<file path="src/rtl/writeback_regfile.sv">
// ----------------------------------------------------------------------------
// writeback_regfile
//
// Writeback stage and architectural register file at the consumer end of the
// MEM/WB pipeline register.
//
// Writeback value
//   The value written back is either the load data or the ALU result.
//   It is committed to R0..R14.
//   A writeback that targets R15 (the PC) does not touch the register file.
//   Instead it raises a PC redirect to the fetch logic.
//
// Read ports
//   There are three combinational decode read ports.
//   Each port has a same-cycle write-through bypass.
//   Reads of R15 always return the live PC.
//
// Forwarding
//   The writeback destination, enable and value are exported for the
//   forwarding unit.
//
// Parameters
//   DATA_W  register / data width
//   NREG    architectural registers including R15 (R15 = PC, not stored)
//   CNT_W   width of the committed-writeback counter (wraps silently)
//
// Ports
//   CLK            in   rising-edge clock
//   CLR            in   asynchronous active-low reset
//   Load_In        in   1 = writeback Data_Mem_In, 0 = writeback Alu_In
//   rf_In          in   register write enable from MEM/WB
//   Data_Mem_In    in   load data
//   Alu_In         in   ALU result
//   Rd_In          in   destination register
//   PC_In          in   current PC, returned on R15 reads
//   RA/RB/RC_Addr_In in read port addresses
//   RA/RB/RC_Out   out  read port data
//   Wb_Data_Out    out  selected writeback value
//   Wb_Rd_Out      out  copy of Rd_In
//   Wb_En_Out      out  copy of rf_In
//   PC_Load_Out    out  writeback targets R15
//   PC_Target_Out  out  redirect target (0 when PC_Load_Out = 0)
//   Wb_Count_Out   out  committed writebacks since reset
// ----------------------------------------------------------------------------
module writeback_regfile #(
   parameter int DATA_W = 32,
   parameter int NREG   = 16,
   parameter int CNT_W  = 32
) (
   input  logic              CLK,
   input  logic              CLR,
   input  logic              Load_In,
   input  logic              rf_In,
   input  logic [DATA_W-1:0] Data_Mem_In,
   input  logic [DATA_W-1:0] Alu_In,
   input  logic [3:0]        Rd_In,
   input  logic [DATA_W-1:0] PC_In,
   input  logic [3:0]        RA_Addr_In,
   input  logic [3:0]        RB_Addr_In,
   input  logic [3:0]        RC_Addr_In,
   output logic [DATA_W-1:0] RA_Out,
   output logic [DATA_W-1:0] RB_Out,
   output logic [DATA_W-1:0] RC_Out,
   output logic [DATA_W-1:0] Wb_Data_Out,
   output logic [3:0]        Wb_Rd_Out,
   output logic              Wb_En_Out,
   output logic              PC_Load_Out,
   output logic [DATA_W-1:0] PC_Target_Out,
   output logic [CNT_W-1:0]  Wb_Count_Out
);

   localparam logic [3:0] PC_IDX = 4'(NREG - 1);

   // Slot PC_IDX exists only so a 4-bit address indexes the array without
   // range issues; it is never written and is masked by the PC read path.
   logic [DATA_W-1:0] r_regs [NREG];
   logic [CNT_W-1:0]  r_wb_count;

   logic [DATA_W-1:0] w_wb_data;
   logic              w_pc_hit;
   logic              w_rf_write;

   // Read priority: PC first, then write-through bypass, then stored value.
   function automatic logic [DATA_W-1:0] f_read_port(
      input logic [3:0]        addr,
      input logic [DATA_W-1:0] stored,
      input logic [DATA_W-1:0] pc,
      input logic              wb_en,
      input logic [3:0]        wb_rd,
      input logic [DATA_W-1:0] wb_data
   );
      if (addr == PC_IDX)
         return pc;
      else if (wb_en && (wb_rd == addr))
         return wb_data;
      else
         return stored;
   endfunction

   // Writeback select and write decode.
   assign w_wb_data  = Load_In ? Data_Mem_In : Alu_In;
   assign w_pc_hit   = rf_In && (Rd_In == PC_IDX);
   assign w_rf_write = rf_In && (Rd_In != PC_IDX);

   // Forwarding pass-through.
   assign Wb_Data_Out = w_wb_data;
   assign Wb_Rd_Out   = Rd_In;
   assign Wb_En_Out   = rf_In;

   // PC redirect: target is forced to zero when no redirect, keeping the
   // output clean for the fetch mux.
   assign PC_Load_Out   = w_pc_hit;
   assign PC_Target_Out = w_pc_hit ? w_wb_data : '0;

   // Register file commit.
   always_ff @(posedge CLK or negedge CLR) begin
      if (!CLR) begin
         for (int i = 0; i < NREG; i++)
            r_regs[i] <= '0;
      end else if (w_rf_write) begin
         r_regs[Rd_In] <= w_wb_data;
      end
   end

   // Committed-writeback counter, R15 writebacks included; wraps silently.
   always_ff @(posedge CLK or negedge CLR) begin
      if (!CLR)
         r_wb_count <= '0;
      else if (rf_In)
         r_wb_count <= r_wb_count + 1'b1;
   end

   assign Wb_Count_Out = r_wb_count;

   // Read ports.
   always_comb begin
      RA_Out = f_read_port(RA_Addr_In, r_regs[RA_Addr_In], PC_In,
                           rf_In, Rd_In, w_wb_data);
      RB_Out = f_read_port(RB_Addr_In, r_regs[RB_Addr_In], PC_In,
                           rf_In, Rd_In, w_wb_data);
      RC_Out = f_read_port(RC_Addr_In, r_regs[RC_Addr_In], PC_In,
                           rf_In, Rd_In, w_wb_data);
   end

endmodule

</file>
<file path="config.mk">
export PLATFORM = sky130hd
export DESIGN_NAME = writeback_regfile
export DESIGN_NICKNAME = d
export VERILOG_FILES = /design/src/rtl/writeback_regfile.sv
export SDC_FILE = /design/constraint.sdc
export NUM_CORES = 1
export LEC_CHECK = 0
export BUFFER_PORTS_ARGS = -buffer_cell sky130_fd_sc_hd__buf_2
export CORE_AREA = 2 2 239 241
export DETAILED_ROUTE_END_ITERATION = 12
export DIE_AREA = 0 0 241 243
export GPL_ROUTABILITY_DRIVEN = 0
export HOLD_SLACK_MARGIN = 0.06
export PLACE_DENSITY = 0.78
export SETUP_SLACK_MARGIN = 0.2
export SYNTH_ARGS = -nofsm -noshare
export SYNTH_HDL_FRONTEND = slang
export SYNTH_SLANG_ARGS = --single-unit
</file>
<file path="constraint.sdc">
create_clock -name CLK -period 4.25 [get_ports CLK]
set_clock_uncertainty 0.15 [all_clocks]
set_input_delay 0.425 -clock CLK [delete_from_list [all_inputs] [get_ports CLK]]
set_output_delay 0.425 -clock CLK [all_outputs]
set_load 0.03 [all_outputs]
</file>
### Word level (Yosys, flattened, before mapping)

Index checks and enable logic that the tools add are counted.

| storage, ports and cells | value |
|---|---|
| register bits | 544 |
| logic and storage cells | 61 |

| operators by class | value |
|---|---|
| add/sub/neg operators | 1 |
| order comparisons | 5 |
| equality and inequality tests | 8 |
| muxes and demuxes | 20 |
| bitwise logic cells | 4 |
| reduce and logical (&&, ||, !) cells | 6 |

Operators by type and width:

| cell | number |
|---|---|
| $bwmux W512 | 1 |
| $mux W32 | 15 |
| $bmux W32 S4 | 3 |
| $demux W32 S4 | 1 |
| $add A32 B1 Y32 const B | 1 |
| $ge A5 B5 Y1 const B | 4 |
| $not A4 Y5 | 4 |
| $eq A4 B4 Y1 const B | 4 |
| $eq A4 B4 Y1 | 3 |
| $logic_and A1 B1 Y1 | 6 |
| $lt A5 B1 Y1 const B | 1 |
| $ne A4 B4 Y1 const B | 1 |

### Logic depth before layout (Yosys ltp)

| depth | value |
|---|---|
| depth in word-level cells | 6 |
| gate-level depth with buffers | 9 |
| depth with buffers taken out | 6 |

### Least setup slack after synthesis

No wires, ideal clock.

| path | value |
|---|---|
| path type | in2out |
| start point | in RC_Addr_In[2] |
| end point | out RC_Out[10] |
| data arrival time | 2.371 ns |
| setup slack | 1.304 ns |
| stages on the path | 8 |
| cell sequence | buf_4 -> buf_4 -> buf_4 -> mux2i_1 -> a221oi_1 -> o21ai_0 -> and3_1 -> a311oi_1 |

| between the ends | value |
|---|---|
| word-level cells in the longest chain between the ends | 6 |

RTL lines:

| element | line | RTL |
|---|---|---|
| from (decl) | 60 | `input logic [3:0] RC_Addr_In,` |
| $not A4 Y5 (not written as such) | 141 | `RC_Out = f_read_port(RC_Addr_In, r_regs[RC_Addr_In], PC_In,` |
| $bmux W32 S4 | 141 |  |
| $mux W32 (not written as such) (2 in series) | 141 |  |
| $mux W32 | 94 | `else if (wb_en && (wb_rd == addr))` |
| $mux W32 * | 92 | `if (addr == PC_IDX)` |
| to (decl) | 63 | `output logic [DATA_W-1:0] RC_Out,` |

Every way passes the cells marked *; elsewhere a longest branch is shown, timed or not. The select of a mux whose other input is x is not followed.

### Final worst setup path

| path | value |
|---|---|
| start point | in RC_Addr_In[3] |
| end point | out RC_Out[6] |

Same word-level chain as after synthesis.

==> results.toml <==
[timing]
post-route-period-util = 0.952
fin_crit_ps = 4050
slew_headroom = 0.114
fin_hold_ws_ps = 110
setup_viol = 0
maxSlewViolCount = 0
final_hold_viol_count = 0
fin_setup_tns_ps = 0
rsz0062_at_grt = "false"
worst_pin_slew_ps = 1330
max_clock_freq_mhz = 247

[clocking]
htree_num_levels = 2
numClockSinks = 544
clockBufferDepth = 3
post_cts_buffers = 0
insertion_delay_ps = 640
cts_tree = "built"
ctsRootBufferMaster = "clkbuf_16"
cts.repair.resized = 0
cts_buffers = 56
clk_pin_slew_worst_paths_ps = 70

[final_layout]
fill_cells = 4034
num_antenna_cells = 0
final_area_sq_um = 37500
nNetsFinal = 3312
syn_to_final_growth_pct = 12.8
final_core_util = 0.670
final_cell_mix = "dfrtp_1, nor2_1, mux4_2, a21oi_1, buf_2"
drive_gt1_frac = 0.294
final_common_cell = "dfrtp_1"

[critical_path]
rrSetupSlack_ps = 1960
worstPathMaxFanout = 17
endpoint_kind = "output pin"
cp_cell_sequence = "buf_2, buf_4, nand4_1, a311oi_1, buf_2"
critPathKind = "input port to output pin"
arrival_ps = 3470
worst_r2r_endpoint = "Wb_Count_Out[16]$_DFFE_PN0P_"
cp_slowest_cell = "a311oi_1"
start_kind = "input port"
reg2reg_from = "Wb_Count_Out[0]$_DFFE_PN0P_"
cpMostUsedCell = "buf_2"
cp_num_buf_inv = 3
cp_top_family = "buffers and inverters"
required_ps = 3670
r2r_cells = 6
cp.depth = 5
endpoint = "RC_Out[6]"
critical-path-max-stage-delay_ps = 1030
crit_path_start = "RC_Addr_In[3]"

[worst_hold_path]
holdPathStages = 4
hold_path_class = "input port to flop"
hold_start = "Alu_In[16]"

[pwr]
power_density_nw_per_um2 = 489
pwr-share-seq = 0.410
swShare = 0.344
irDropWorstVdd_uv = 361
power.leakage_uw = 0.0162
clkPwrFrac = 0.293
total_power_uw = 18400
power_switching_uw = 6320
p_int_uw = 12000
combPwrFrac = 0.297

[drt]
drtAntennaViolNets = 0
drtIter0Drc = 4488
finalWirelength_um = 115000
drt-pass1-iter-count = 9
dr_total_vias = 29224
remaining_drc_errors = 0
wl_per_cell_um = 28.8
post_drt_via_cell_ratio = 7.31

[logic_synthesis]
synthArstFlopShare = 1.00
ys_warn_count = 0
syn_inst = 3086
ys_ff_latch = 544
yosysSeqAreaShare = 0.410
ys_types = 42
synth_edf_count = 0
avgSynthCellArea_sq_um = 10.8
synth-main-ff-cell = "dfrtp_1"
syn-cell-area_sq_um = 33200
synth_nets = 3203

[placed_design]
port_buffers = 313
hpwlAfterDp_um = 68900
dpl_cell_area_sq_um = 35500

[global_routing]
grt_overflow = 0
grt_max_degree = 145
grt_util_all_layers = 0.400
antenna_found_initial = 2
first_global_vias = 29786
grt_first_pass_wirelength_um = 176000

[floorplan]
start_util = 0.594
core_sq_um = 56000
std_cell_rows = 87
die_h_um = 243
die_w_um = 241
ios = 314
fp.dieArea_sq_um = 58600

[flow_run]
max_cap_violations = 0

[run_status]
outcome = "finished clean"
==> kinds of logic (layout without fill, tap and decap cells) <==
logic type / after synthesis / in the layout / synth area share
compound gates: 832 / 832 / 0.149
simple gates: 772 / 772 / 0.0948
flops: 544 / 544 / 0.410
mux: 480 / 480 / 0.279
buf+inv: 414 / 571 / 0.0555
xor+xnor: 43 / 43 / 0.0113
fa+ha+maj: 1 / 1 / 0.000376
==> metal layers <==
| metal | GRT usage | wire, um |
|---|---|---|
| met5 | 0.00168 | 21 |
| met4 | 0.255 | 8710 |
| met3 | 0.162 | 17600 |
| met2 | 0.580 | 51000 |
| met1 | 0.498 | 38000 |
==> final cells by class <==
cell class | instances | area [sq um] | share of cell area
multi-input cells | 2128 | 18000 | 0.479
flip-flops and latches | 544 | 13600 | 0.363
repair buffers | 430 | 2840 | 0.0758
clock buffers | 70 | 1530 | 0.0409
well taps | 756 | 946 | 0.0252
clock inverters | 36 | 474 | 0.0126
inverters | 35 | 131 | 0.00350
==> power by group through the flow <==
stage	Combinational, uW	Sequential, uW	Clock [uW]
floorplan	4000	7150	0
global placement	5130	7340	0
detailed placement	5330	7490	0
CTS	5380	7430	5370
global route	5830	7620	5600
finish	5460	7520	5380
==> through the flow <==
stage	instances	setup WS, ps
6_report	3999	202
5_1_grt	3999	302
4_1_cts	3999	673
3_5_place_dp	3892	693
3_3_place_gp	3892	737
2_1_floorplan	3086	1300
==> worst register-to-register path, delay by kind of cell (launching register included) <==
kind                     cells  cell delay [ps]
AND/OR/NAND/NOR              4             1290
XOR/XNOR                     1              160
flip-flops                   1              390
adder cells (fa/ha/maj)      1              210
==> synthesized netlist by cell type, types with 3 or more instances <==
cell type / n / area share
and4_1: 6 / 0.0016
buf_6: 14 / 0.0047
buf_2: 35 / 0.0053
xor2_1: 19 / 0.0050
nor2b_1: 6 / 0.0011
and3_1: 34 / 0.0064
xnor2_1: 24 / 0.0063
nand2_1: 239 / 0.027
o21ai_0: 223 / 0.034
dfrtp_1: 544 / 0.41
nand3_1: 15 / 0.0023
nor2_1: 434 / 0.049
a22oi_1: 128 / 0.029
inv_1: 34 / 0.0038
nor3_1: 6 / 0.00090
and2_1: 3 / 0.00056
nand4_1: 12 / 0.0023
mux4_2: 354 / 0.24
a311oi_1: 31 / 0.0082
buf_4: 29 / 0.0066
a21oi_1: 352 / 0.053
nand3b_1: 4 / 0.00090
a211o_1: 64 / 0.017
nand2b_1: 4 / 0.00075
mux2_2: 32 / 0.011
clkbuf_1: 279 / 0.032
buf_1: 19 / 0.0021
mux2i_1: 94 / 0.028
a221oi_1: 31 / 0.0082
==> worst min path at each step <==
| stage | endpoint | slack [ps] |
|---|---|---|
| global placement | r_regs[21]$_DFFE_PN0P_ | 240 |
| global route | r_regs[207]$_DFFE_PN0P_ | 130 |
| floorplan | Wb_Count_Out[0]$_DFFE_PN0P_ | -20 |
| finish | r_regs[48]$_DFFE_PN0P_ | 110 |
| detailed placement | r_regs[8]$_DFFE_PN0P_ | 250 |
| CTS | r_regs[207]$_DFFE_PN0P_ | 110 |
==> state kept, by name, indices dropped and copies added, names as in the netlist <==
name / cells
r_regs: 512
Wb_Count_Out: 32
==> timing repair <==
action,CTS,global route
hold buffers,1,0
hold endpoints to repair,56,0
setup endpoints to repair,0,0
Note: power is estimated with default switching activity, not from simulation.
